## src/rtl/mem_ctrl_pkg.sv

```systemverilog
// Shared types and pattern helper for the BRAM fill/check sweep sequencer.
package mem_ctrl_pkg;

  typedef enum logic [1:0] {
    OP_FILL       = 2'd0,
    OP_CHECK      = 2'd1,
    OP_FILL_CHECK = 2'd2,
    OP_RSVD       = 2'd3
  } op_t;

  typedef enum logic [2:0] {
    ST_IDLE  = 3'd0,
    ST_FILL  = 3'd1,
    ST_CHECK = 3'd2,
    ST_DRAIN = 3'd3,
    ST_DONE  = 3'd4
  } state_t;

  // Full-width sum; callers truncate to the word width, which gives the modulo.
  function automatic logic [31:0] exp_pattern(input logic [31:0] seed,
                                              input logic [31:0] addr);
    return seed + addr;
  endfunction

endpackage

```

## src/rtl/mem_sweep_err_tracker.sv

```systemverilog
// Saturating mismatch counter with capture of the first mismatching address.
module mem_sweep_err_tracker #(
  parameter int unsigned ERR_W = 16
) (
  input  logic             clk,
  input  logic             reset,
  input  logic             clr,
  input  logic             cmp_vld,
  input  logic             mismatch,
  input  logic [31:0]      addr,
  output logic [ERR_W-1:0] err_cnt,
  output logic             first_err_vld,
  output logic [31:0]      first_err_addr
);

  always_ff @(posedge clk) begin
    if (reset || clr) begin
      err_cnt        <= '0;
      first_err_vld  <= 1'b0;
      first_err_addr <= '0;
    end else if (cmp_vld && mismatch) begin
      if (err_cnt != '1) err_cnt <= err_cnt + ERR_W'(1);
      if (!first_err_vld) begin
        first_err_vld  <= 1'b1;
        first_err_addr <= addr;
      end
    end
  end

endmodule

```

## src/rtl/mem_sweep_ctrl.sv

```systemverilog
// Whole-array FILL / CHECK sequencer that owns the BRAM write port every cycle;
// outside FILL it writes back the word just read, or parks at the top address.
module mem_sweep_ctrl
  import mem_ctrl_pkg::*;
#(
  parameter int unsigned WID_MEM   = 5,
  parameter int unsigned DEPTH_MEM = 2048,
  parameter int unsigned ERR_W     = 16
) (
  input  logic               clk,
  input  logic               reset,
  input  logic               start,
  input  logic [1:0]         op,
  input  logic [WID_MEM-1:0] seed,
  input  logic               abort,
  output logic               busy,
  output logic               done,
  output logic [ERR_W-1:0]   err_cnt,
  output logic               first_err_vld,
  output logic [31:0]        first_err_addr,
  output logic [31:0]        mem_raddr,
  output logic [31:0]        mem_waddr,
  output logic [WID_MEM-1:0] mem_din,
  input  logic [WID_MEM-1:0] mem_dout
);

  localparam logic [31:0] PARK = 32'(DEPTH_MEM - 1);
  localparam logic [31:0] LAST = 32'(DEPTH_MEM - 2);

  state_t             state;
  op_t                op_q;
  logic [WID_MEM-1:0] seed_q;
  logic [WID_MEM-1:0] din_q;
  logic               wb_vld;
  logic               accept_c;
  logic               cmp_vld_c;
  logic               mismatch_c;

  assign accept_c   = (state == ST_IDLE) && start && (op_t'(op) != OP_RSVD);
  // An aborted cycle still writes back, but its compare is dropped so stats freeze.
  assign cmp_vld_c  = wb_vld && !abort;
  // mem_waddr doubles as the read-pipeline address while a write-back is pending.
  assign mismatch_c = mem_dout != WID_MEM'(exp_pattern(32'(seed_q), mem_waddr));
  assign mem_din    = wb_vld ? mem_dout : din_q;

  always_ff @(posedge clk) begin
    if (reset) begin
      state     <= ST_IDLE;
      op_q      <= OP_FILL;
      seed_q    <= '0;
      din_q     <= '0;
      wb_vld    <= 1'b0;
      busy      <= 1'b0;
      done      <= 1'b0;
      mem_raddr <= PARK;
      mem_waddr <= PARK;
    end else if (abort && (state != ST_IDLE)) begin
      state     <= ST_IDLE;
      wb_vld    <= 1'b0;
      busy      <= 1'b0;
      done      <= 1'b0;
      mem_raddr <= PARK;
      mem_waddr <= PARK;
    end else begin
      done <= 1'b0;
      unique case (state)
        ST_IDLE: begin
          mem_raddr <= PARK;
          mem_waddr <= PARK;
          wb_vld    <= 1'b0;
          if (accept_c) begin
            seed_q <= seed;
            op_q   <= op_t'(op);
            busy   <= 1'b1;
            if (op_t'(op) == OP_CHECK) begin
              state     <= ST_CHECK;
              mem_raddr <= '0;
            end else begin
              state     <= ST_FILL;
              mem_waddr <= '0;
              din_q     <= WID_MEM'(exp_pattern(32'(seed), '0));
            end
          end
        end
        ST_FILL: begin
          if (mem_waddr == LAST) begin
            mem_waddr <= PARK;
            if (op_q == OP_FILL_CHECK) begin
              state     <= ST_CHECK;
              mem_raddr <= '0;
            end else begin
              state <= ST_DONE;
              done  <= 1'b1;
            end
          end else begin
            mem_waddr <= mem_waddr + 32'd1;
            din_q     <= WID_MEM'(exp_pattern(32'(seed_q), mem_waddr + 32'd1));
          end
        end
        ST_CHECK: begin
          mem_waddr <= mem_raddr;
          wb_vld    <= 1'b1;
          if (mem_raddr == LAST) begin
            mem_raddr <= PARK;
            state     <= ST_DRAIN;
          end else begin
            mem_raddr <= mem_raddr + 32'd1;
          end
        end
        ST_DRAIN: begin
          mem_waddr <= PARK;
          wb_vld    <= 1'b0;
          state     <= ST_DONE;
          done      <= 1'b1;
        end
        ST_DONE: begin
          state <= ST_IDLE;
          busy  <= 1'b0;
        end
        default: begin
          state <= ST_IDLE;
          busy  <= 1'b0;
        end
      endcase
    end
  end

  mem_sweep_err_tracker #(
    .ERR_W(ERR_W)
  ) u_err (
    .clk           (clk),
    .reset         (reset),
    .clr           (accept_c),
    .cmp_vld       (cmp_vld_c),
    .mismatch      (mismatch_c),
    .addr          (mem_waddr),
    .err_cnt       (err_cnt),
    .first_err_vld (first_err_vld),
    .first_err_addr(first_err_addr)
  );

endmodule

```

## config.mk

```make
export PLATFORM = sky130hd
export DESIGN_NAME = mem_sweep_ctrl
export DESIGN_NICKNAME = d
export VERILOG_FILES = /design/src/rtl/mem_ctrl_pkg.sv /design/src/rtl/mem_sweep_err_tracker.sv /design/src/rtl/mem_sweep_ctrl.sv
export SDC_FILE = /design/constraint.sdc
export NUM_CORES = 1
export LEC_CHECK = 0
export CORE_MARGIN = 1
export CORE_UTILIZATION = 24
export DETAILED_ROUTE_END_ITERATION = 10
export MAX_ROUTING_LAYER = met4
export PLACE_DENSITY = 0.47
export SYNTH_ARGS = -nofsm -noshare
export SYNTH_HDL_FRONTEND = slang
export SYNTH_HIERARCHICAL = 1
export SYNTH_SLANG_ARGS = --single-unit
```

## constraint.sdc

```tcl
create_clock -name clk -period 3.1 [get_ports clk]
set_clock_uncertainty 0.2 [all_clocks]
set_input_delay 0.775 -clock clk [delete_from_list [all_inputs] [get_ports clk]]
set_output_delay 0.775 -clock clk [all_outputs]
set_load 0.005 [all_outputs]
```

Word level (Yosys, flattened, before mapping)
Cells that the tools add are included.
- reduce and logical (&&, ||, !) cells: 23
- mux-type cells: 27
- add/sub/neg operators: 5
- bitwise operators: 3
- equal/unequal tests: 16
- operator list (kind ; count):
    32-bit 2-to-1 mux ; 4
    32-bit one-hot mux with 4 select lines ; 1
    32-bit one-hot mux with 3 select lines ; 1
    32-bit by 1-bit adder with 32-bit output, second input constant ; 2
    32-bit by 11-bit == test with 1-bit output, second input constant ; 2
    11-bit 2-to-1 mux ; 4
    5-bit 2-to-1 mux ; 4
    16-bit by 1-bit adder with 16-bit output, second input constant ; 1
    16-bit inequality test, second input constant ; 1
    3-bit 2-to-1 mux ; 4
    2-bit inequality test, second input constant ; 6
    3-bit one-hot mux with 4 select lines ; 1
    5-bit adder ; 2
    5-bit one-hot mux with 2 select lines ; 1
    3-bit AND reduction ; 3
    3-bit by 2-bit == test with 1-bit output, second input constant ; 2
    1-bit one-hot mux with 2 select lines ; 3
    2-bit AND reduction ; 3
    3-bit nonzero test ; 2
    1-bit logical AND ; 5
    5-bit inequality test ; 1
    5-bit AND reduction ; 1
    2-bit nonzero test ; 2
    4-bit nonzero test ; 1
    12 further kinds ; 17
- output and inout port bits: 120
- logic and storage cells: 86
- bits of input ports: 16
- flip-flop bits (word level): 131

Depth between registers and ports, before layout
Gate-level depths: netlist of the first run.
- depth after elaboration: 5
- depth in mapped cells: 11
- mapped depth without buffers: 10

Hierarchy
Netlist of the first run, hierarchy kept.
- modules (own cells, without submodules) (module ; seq. area each (sq um) ; area an instance (sq um) ; instances ; cells an instance):
    mem_sweep_ctrl ; 1641.6 ; 5092.4 ; 1 ; 642
    mem_sweep_err_tracker ; 980.9 ; 1930.6 ; 1 ; 241

Worst setup path after synthesis of the first run
Ideal clock, no wire load.
- path kind: flip-flop to flip-flop
- start point: register mem_waddr[0]
- end point: register u_err.err_cnt[15]
- library setup time: 70 ps
- stages on the path, launching flop included: 12
- slack: 21 ps
- path buffers: 1
- data required time: 2830 ps
- arrival: 2808 ps
- period minus slack after synthesis: 3079 ps
- path through: dfxtp_1 ha_1 fa_1 a21o_1 a21oi_1 xnor2_1 nand3_1 nand2_2 or4_1 buf_2 or4_1 a21oi_1
- longest elaborated chain between the ends: 4
- RTL lines (item ; RTL line ; source):
    from (decl) ; mem_sweep_ctrl.sv:22 ; output logic [31:0] mem_waddr,
    from (signal assigned) ; mem_sweep_ctrl.sv:96 ; mem_waddr <= mem_waddr + 32'd1;
    from (signal assigned) ; mem_sweep_ctrl.sv:101 ; mem_waddr <= mem_raddr;
    5-bit adder ; mem_ctrl_pkg.sv:22 ; return seed + addr;
    5-bit inequality test ; mem_sweep_ctrl.sv:43 ; assign mismatch_c = mem_dout != WID_MEM'(exp_pattern(32'(seed_q), mem_waddr));
    named net mismatch_c ; mem_sweep_ctrl.sv:37 ; logic mismatch_c;
    1-bit logical AND ; mem_sweep_err_tracker.sv:21 ; end else if (cmp_vld && mismatch) begin
    2-bit AND reduction (no line) ; -- ;
    to (signal assigned) ; mem_sweep_err_tracker.sv:22 ; if (err_cnt != '1) err_cnt <= err_cnt + ERR_W'(1);
    to (decl) ; mem_sweep_err_tracker.sv:11 ; output logic [ERR_W-1:0] err_cnt,
The timed path passes the listed nets, and every way through them passes these cells.
A chain may end at the register's enable or synchronous reset.

Worst setup path in the final report of the first run
- start point: register seed_q[0]
- end point: register u_err.err_cnt[15]
- longest elaborated chain between the ends: 4
- RTL lines (item ; RTL line ; source):
    from (decl) ; mem_sweep_ctrl.sv:32 ; logic [WID_MEM-1:0] seed_q;
    from (signal assigned) ; mem_sweep_ctrl.sv:50 ; seed_q <= '0;
    from (signal assigned) ; mem_sweep_ctrl.sv:72 ; seed_q <= seed;
    5-bit adder ; mem_ctrl_pkg.sv:22 ;
    5-bit inequality test ; mem_sweep_ctrl.sv:43 ;
    named net mismatch_c ; mem_sweep_ctrl.sv:37 ;
    1-bit logical AND ; mem_sweep_err_tracker.sv:21 ;
    2-bit AND reduction (no line) ; -- ;
The timed path passes the listed nets, and every way through them passes these cells.

==> impl_metrics.py, run 1 <==
metrics = {
    "floorplanning": {
        "die_area_mm2": 0.0299,
        "chipWidth_um": 173,
        "io_pins": 136,
        "die_height_um": 173,
        "core_area_mm2": 0.0288,
        "rows": 62,
        "initial_core_util_pct": 24.4,
    },
    "setup_path": {
        "crit_family": "simple AND/OR/NAND/NOR gates",
        "path_class": "reg2reg",
        "cp_cell_sequence": "ha_1 > fa_2 > a21o_1 > a21oi_2 > xnor2_1 > nand3_1 > nand2_2 > or4_4 > or4_1 > a21oi_2",
        "cp_common_cell": "a21oi_2",
        "r2r-start": "seed_q[0]$_SDFFE_PP0P_",
        "crit_path_end_kind": "flop",
        "cpPeakStageDelay_ns": 0.57,
        "crit_buf_inv": 0,
        "rr_endpoint": "u_err/err_cnt[15]$_SDFFE_PP0P_",
        "startpoint_type": "flop",
        "r2r_slack_ns": 0.1,
        "cp.required_ns": 3.26,
        "slowest_stage": "or4_4",
        "reg2reg_depth": 10,
        "path_max_fanout": 7,
        "cp.arrival_ns": 3.16,
    },
    "logic_synthesis": {
        "ys_seq_area_share_pct": 37.3,
        "synth_cells": 883,
        "synth_seq_cells": 131,
        "synth_edf_count": 0,
        "netlist_area_mm2": 0.00702,
        "syn-mean-instance-area_um2": 7.95,
        "yosysTopAreaCell": "dfxtp_1",
        "yosysWarningCount": 6,
        "synthTopCellsByCount": "dfxtp_1 (131), nand2_1 (131), a21oi_1 (86)",
        "syn_nets": 914,
        "ys_async_sr_fraction_pct": 0,
        "synth_flop_cell": "dfxtp_1",
        "ys_types": 64,
        "synth_top_cells_by_area": "dfxtp_1 (37%), nand2_1 (7.0%), a21oi_1 (6.1%), xnor2_1 (3.4%), nor2_1 (3.3%)",
        "synthDominantCellAreaShare_pct": 37.3,
    },
    "min_path": {
        "hold_class": "reg2reg",
        "hold_end": "u_err/first_err_addr[6]$_SDFFE_PP0P_",
        "hold_path_depth": 2,
        "hp-start": "u_err/first_err_addr[6]$_SDFFE_PP0P_",
    },
    "pwr": {
        "combPwrFrac_pct": 26.7,
        "ir_worst_vdd_mv": 0.414,
        "switching_share_pct": 31.8,
        "pwr-share-seq_pct": 34.6,
        "p_leak_nw": 3.40,
        "p_switching_mw": 1.72,
        "powerDensity_mw_per_mm2": 554,
        "p_clk_share_pct": 38.6,
        "internal_power_mw": 3.69,
    },
    "route": {
        "routedWlPerCell_um": 17.5,
        "wl_um": 25200,
        "ant_nets": 0,
        "first_pass_iters": 8,
        "num_vias": 7252,
        "vias_per_cell": 5.04,
        "drc": 0,
        "first_iter_violations": 707,
    },
    "grt": {
        "gr-total-overflow": 0,
        "grt_pass1_vias": 6873,
        "globalRouteTotalUtil_pct": 17.3,
        "antenna_found_initial": 0,
        "grt_pass1_wl_um": 39700,
        "grt_max_degree": 33,
    },
    "cts": {
        "clk_path_buf_depth": 2,
        "tritoncts": "yes",
        "clock_latency_ns": 0.42,
        "cts.clk_slew.worst_paths_ns": 0.06,
        "cts_buffers": 17,
        "cts_root_buf": "clkbuf_16",
        "postCtsHoldBufs": 0,
        "h-tree-depth": 4,
        "clock-sinks": 131,
    },
    "sta": {
        "fmax_mhz": 333,
        "hold_viol": 0,
        "min_period_ns": 3.00,
        "maxSlewViolCount": 0,
        "rsz0062_at_grt": "true",
        "fin_crit_sh_pct": 96.8,
        "max_slew_margin_pct": 49.3,
        "tns_ns": 0,
        "final-setup-viol-count": 0,
        "worst_pin_slew_ns": 0.754,
    },
    "placement": {
        "port-buffer-count": 135,
        "dp_hpwl_um": 18300,
        "placed_cell_area_mm2": 0.00915,
        "dp.cells": 1409,
        "gp_congestion": 0.816,
    },
    "final_layout": {
        "n_antenna_cell": 0,
        "final_cells": 1440,
        "utilization_pct": 34.0,
        "drive_gt1_share_pct": 12.3,
        "final_area_mm2": 0.00978,
        "nNetsFinal": 1075,
        "area_delta_synth_final_pct": 39.2,
    },
    "flow_run": {
        "maxCapViolations": 0,
    },
    "status": {
        "status": "finished, final reports clean",
    },
}
[power groups by stage]
stage | clock (mW) | combinational, mW | sequential [mW]
after global placement | 0 | 1.45 | 1.91
final | 2.09 | 1.45 | 1.87
after detailed placement | 0 | 1.44 | 1.91
after CTS | 2.15 | 1.45 | 1.87
after floorplan | 0 | 0.864 | 1.89
after global routing | 2.23 | 1.59 | 1.89
[metal layers]
metal / vias to the layer above / GRT usage, % / share of wire, %
met2: 238 / 26.2 / 45
met1: 3431 / 23.6 / 49
met5: - / - / 0
met3: 33 / 2.68 / 4.5
met4: 0 / 5.49 / 1.6
li1: 3550 / - / -
[placed cells by master, fill, tap and decap left out, drive strengths merged, types with 6 or more instances in the layout]
cell type,n
a21oi,86
xor2,23
and4,6
dfxtp,131
a221oi,11
a31oi,11
nand2,132
or4,13
a22oi,10
nor4,29
buf,69
o21ai,46
and3,8
xnor2,27
nor2,61
nor3,26
a222oi,8
clkbuf,19
a21o,8
clkdlybuf4s50,135
and2,7
o31ai,10
or3,11
inv,17
ha,13
nand3,30
nand4,21
mux2i,6
a211oi,14
[registers in the layout, indices dropped and copies added, names as in the netlist]
register	count
u_err/err_cnt	16
state	3
seed_q	5
u_err/first_err_vld	1
op_q	2
u_err/first_err_addr	32
busy	1
done	1
mem_raddr	32
mem_waddr	32
din_q	5
wb_vld	1
[worst max path at each step]
stage	cells past startpoint	endpoint	start	slack (ns)
2_1_floorplan	11	u_err/err_cnt[15]$_SDFFE_PP0P_	mem_waddr[0]$_SDFFE_PP1P_	0.02
3_3_place_gp	9	u_err/err_cnt[15]$_SDFFE_PP0P_	mem_dout[2]	-0.21
6_report	10	u_err/err_cnt[15]$_SDFFE_PP0P_	seed_q[0]$_SDFFE_PP0P_	0.1
5_1_grt	10	u_err/err_cnt[15]$_SDFFE_PP0P_	seed_q[0]$_SDFFE_PP0P_	-0.03
4_1_cts	10	u_err/err_cnt[15]$_SDFFE_PP0P_	seed_q[0]$_SDFFE_PP0P_	0.02
3_5_place_dp	9	u_err/err_cnt[15]$_SDFFE_PP0P_	mem_dout[2]	-0.25
[worst reg2reg max path, stage by stage, from the launching register on]
cell     delay [ns]
dfxtp_1        0.33
ha_1           0.22
fa_2           0.36
a21o_1         0.20
a21oi_2        0.15
xnor2_1        0.10
nand3_1        0.10
nand2_2        0.07
or4_4          0.57
or4_1          0.51
a21oi_2        0.15
[area by class of cell]
cell class | instances | area [um2]
clock buffer | 19 | 453
clock inverter | 12 | 155
fill | 3013 | 19000
inverter | 15 | 56.3
multi-input combinational | 675 | 4110
sequential | 131 | 2620
tap | 384 | 480
timing repair buffer | 204 | 1910
[cells by family after synthesis]
group | synth area share, %
and+or+nand+nor | 26.4
muxes | 1.66
buffers and inverters | 4.60
adders and majority gates | 2.89
xor gates and xnor gates | 6.24
DFF | 37.3
AOI/OAI and AO/OA | 20.8
[stage by stage]
stage / worst slack [ns] / hold slack (ns) / power [mW]
final: 0.0997 / 0.249 / 5.42
after global routing: -0.0344 / 0.273 / 5.72
after CTS: 0.0203 / 0.255 / 5.47
after detailed placement: -0.249 / 0.247 / 3.35
after global placement: -0.208 / 0.242 / 3.36
after floorplan: 0.0212 / 0.251 / 2.76
[timing repair]
| item | CTS | global route |
|---|---|---|
| pin swaps | 0 | 1 |
| setup endpoints to repair | 1 | 16 |
| setup buffers | 0 | 0 |
| gates resized for setup | 1 | 4 |
Note: power is estimated with default switching activity, not from simulation.
==> run 2, diff against run 1 <==
--- a/config.mk
+++ b/config.mk
@@ -6,11 +6,11 @@
 export NUM_CORES = 1
 export LEC_CHECK = 0
 export CORE_MARGIN = 1
-export CORE_UTILIZATION = 24
+export CORE_UTILIZATION = 47
 export DETAILED_ROUTE_END_ITERATION = 10
+export HOLD_SLACK_MARGIN = 0.15
 export MAX_ROUTING_LAYER = met4
-export PLACE_DENSITY = 0.47
+export PLACE_DENSITY = 0.78
 export SYNTH_ARGS = -nofsm -noshare
 export SYNTH_HDL_FRONTEND = slang
-export SYNTH_HIERARCHICAL = 1
 export SYNTH_SLANG_ARGS = --single-unit
==> run 2 against run 1 <==
Compared with the run above:
- via count decreased by 1.9%
- synthesized cell count decreased by 5.0%
- sequential share of layout area increased by 1.6 points
- clock power decreased by 12%
- cell count decreased by 19%
- largest cell class unchanged
- critical path type is now in2out
- wire length decreased by 16%
- flip-flop and latch count unchanged
- register-to-register slack improved by 0.14 ns
- non-clock buffer count decreased by 31
- count of clock-buffer cells in the layout increased by 7
- first-iteration DRC count increased by 5.0%
- global-route usage increased by 11 points
==> impl_metrics.py, run 2 <==
metrics = {
    "final_layout": {
        "layout_commonest_cell": "clkdlybuf4s50_1",
        "final_cell_mix": "clkdlybuf4s50_1 (135), dfxtp_1 (131), nor2_1 (86)",
        "drive_gt1_share_pct": 9.55,
        "final_area_mm2": 0.00923,
        "reg_top3": "mem_raddr (32), mem_waddr (32), u_err.first_err_addr (32)",
        "nNetsFinal": 1003,
        "n_antenna_cell": 0,
        "area_delta_synth_final_pct": 31.3,
    },
    "logic_synthesis": {
        "netlist_area_mm2": 0.00703,
        "syn-mean-instance-area_um2": 8.38,
        "ys_seq_area_share_pct": 37.3,
        "synth_cells": 839,
        "syn_nets": 870,
        "synth_edf_count": 0,
        "synthTopCellsByCount": "dfxtp_1 (131), nor2_1 (87), nand2_1 (64)",
        "synthDominantCellAreaShare_pct": 37.3,
        "synth_seq_cells": 131,
        "ys_types": 69,
        "ys_async_sr_fraction_pct": 0,
        "yosysTopAreaCell": "dfxtp_1",
        "synth.most_common_cell": "dfxtp_1",
        "synth_flop_cell": "dfxtp_1",
        "synth_top_cells_by_area": "dfxtp_1 (37%), mux2i_1 (5.8%), nor2_1 (4.6%), o21ai_0 (3.8%), a21oi_1 (3.8%)",
        "yosysWarningCount": 0,
    },
    "pwr": {
        "p_leak_nw": 3.32,
        "powerDensity_mw_per_mm2": 720,
        "ir_worst_vdd_mv": 0.510,
    },
    "route": {
        "ant_nets": 0,
        "wl_um": 21100,
        "routedWlPerCell_um": 18.1,
        "first_iter_violations": 742,
        "num_vias": 7111,
        "first_pass_iters": 7,
        "vias_per_cell": 6.09,
        "drc": 0,
    },
    "setup_path": {
        "cp_common_cell": "clkdlybuf4s50_1",
        "cp_cell_sequence": "clkdlybuf4s50_1 > mux2_2 > clkdlybuf4s50_1",
        "cp.required_ns": 2.12,
        "cp.arrival_ns": 1.96,
        "path_class": "in2out",
        "crit_path_end_kind": "output pin",
        "path_max_fanout": 2,
        "r2r_slack_ns": 0.24,
        "slowest_stage": "clkdlybuf4s50_1",
        "cpPeakStageDelay_ns": 0.45,
        "startpoint_type": "input port",
    },
    "placement": {
        "port-buffer-count": 135,
        "dp_hpwl_um": 14700,
        "placed_cell_area_mm2": 0.00869,
        "place_ws_ns": -0.184,
        "gp_congestion": 0.910,
    },
    "sta": {
        "maxSlewViolCount": 0,
        "min_period_ns": 2.94,
        "fin_crit_sh_pct": 94.7,
        "final-setup-viol-count": 0,
        "max_slew_margin_pct": 36.8,
        "worst_pin_slew_ns": 0.946,
        "fin_hold_ws_ns": 0.252,
        "tns_ns": 0,
        "hold_viol": 0,
        "rsz0062_at_grt": "false",
        "setup_ws_ns": 0.164,
        "fmax_mhz": 341,
    },
    "floorplanning": {
        "io_pins": 136,
        "die_area_mm2": 0.0155,
        "core_area_mm2": 0.0146,
        "die_height_um": 124,
        "chipWidth_um": 124,
        "initial_core_util_pct": 48.2,
        "rows": 44,
    },
    "grt": {
        "globalRouteTotalUtil_pct": 28.0,
        "grt_pass1_wl_um": 34100,
        "grt_max_degree": 41,
        "gr-total-overflow": 0,
        "antenna_found_initial": 0,
        "grt_pass1_vias": 6407,
    },
    "cts": {
        "clock-sinks": 131,
        "cts.clk_slew.worst_paths_ns": 0.05,
        "clk_path_buf_depth": 2,
        "clock_latency_ns": 0.42,
        "tritoncts": "yes",
        "h-tree-depth": 4,
        "cts_buffers": 17,
        "cts_root_buf": "clkbuf_16",
    },
    "min_path": {
        "hold_class": "reg2reg",
    },
    "status": {
        "status": "finished, final reports clean",
    },
    "flow_run": {
        "maxCapViolations": 0,
    },
}
[run 2: critical path, delay by kind of cell]
kind | cells | cell delay (ns)
muxes | 1 | 0.29
buffers and inverters | 2 | 0.90
[run 2: area by class of cell]
cell class              count  area (um2)
repair buffers            173        1690
flip-flops and latches    131        2620
inverters                  16        60.1
well taps                 184         230
fillers                  1232        5360
clock inverters             5        25.0
multi-input cells         633        4100
clock buffers              26         509
[run 2: power breakdown]
part,switching [mW],internal (mW)
Clock,0.712,1.12
Sequential,0.307,1.86
Combinational,1.50,1.16
[run 2: layer usage]
metal	vias up	GRT usage [%]	wire (um)
met1	3346	37.4	9110
met3	46	4.47	1700
met5	-	-	0
met2	335	42.2	9800
met4	0	11.2	497
li1	3384	-	-
[run 2: path summary, 6_finish.rpt]
path,start,endpoint,depth (start not counted)
setup / recovery,mem_dout[1],mem_din[1],3
hold / removal,op_q[1]$_SDFFE_PP0P_,op_q[1]$_SDFFE_PP0P_,2
setup reg to reg,seed_q[0]$_SDFFE_PP0P_,u_err.err_cnt[13]$_SDFFE_PP0P_,9
hold reg to reg,op_q[1]$_SDFFE_PP0P_,op_q[1]$_SDFFE_PP0P_,2
[run 2: cell families (layout without fill, tap and decap cells)]
family	after synthesis	after routing	synth area share, %
AO/OA/AOI/OAI	204	204	19.0
XOR/XNOR	34	34	4.34
adder cells (fa/ha/maj)	15	15	2.88
buffers and inverters	75	220	4.57
flip-flops	131	131	37.3
multiplexers	46	46	6.64
AND/OR/NAND/NOR	334	334	25.3
[run 2: what timing repair did]
item,4_1_cts,5_1_grt
gates resized for setup,0,3
setup endpoints to repair,0,11
hold buffers,0,0
setup buffers,0,0
hold endpoints to repair,0,0
[run 2: through the flow]
step                power (mW)  std cells  utilization [%]
floorplan                 3.84        839                -
global placement          4.74       1137             59.5
detailed placement        4.76       1137             59.5
CTS                       6.60       1168             63.2
global route              7.02       1168             63.3
finish                    6.65       1168             63.3
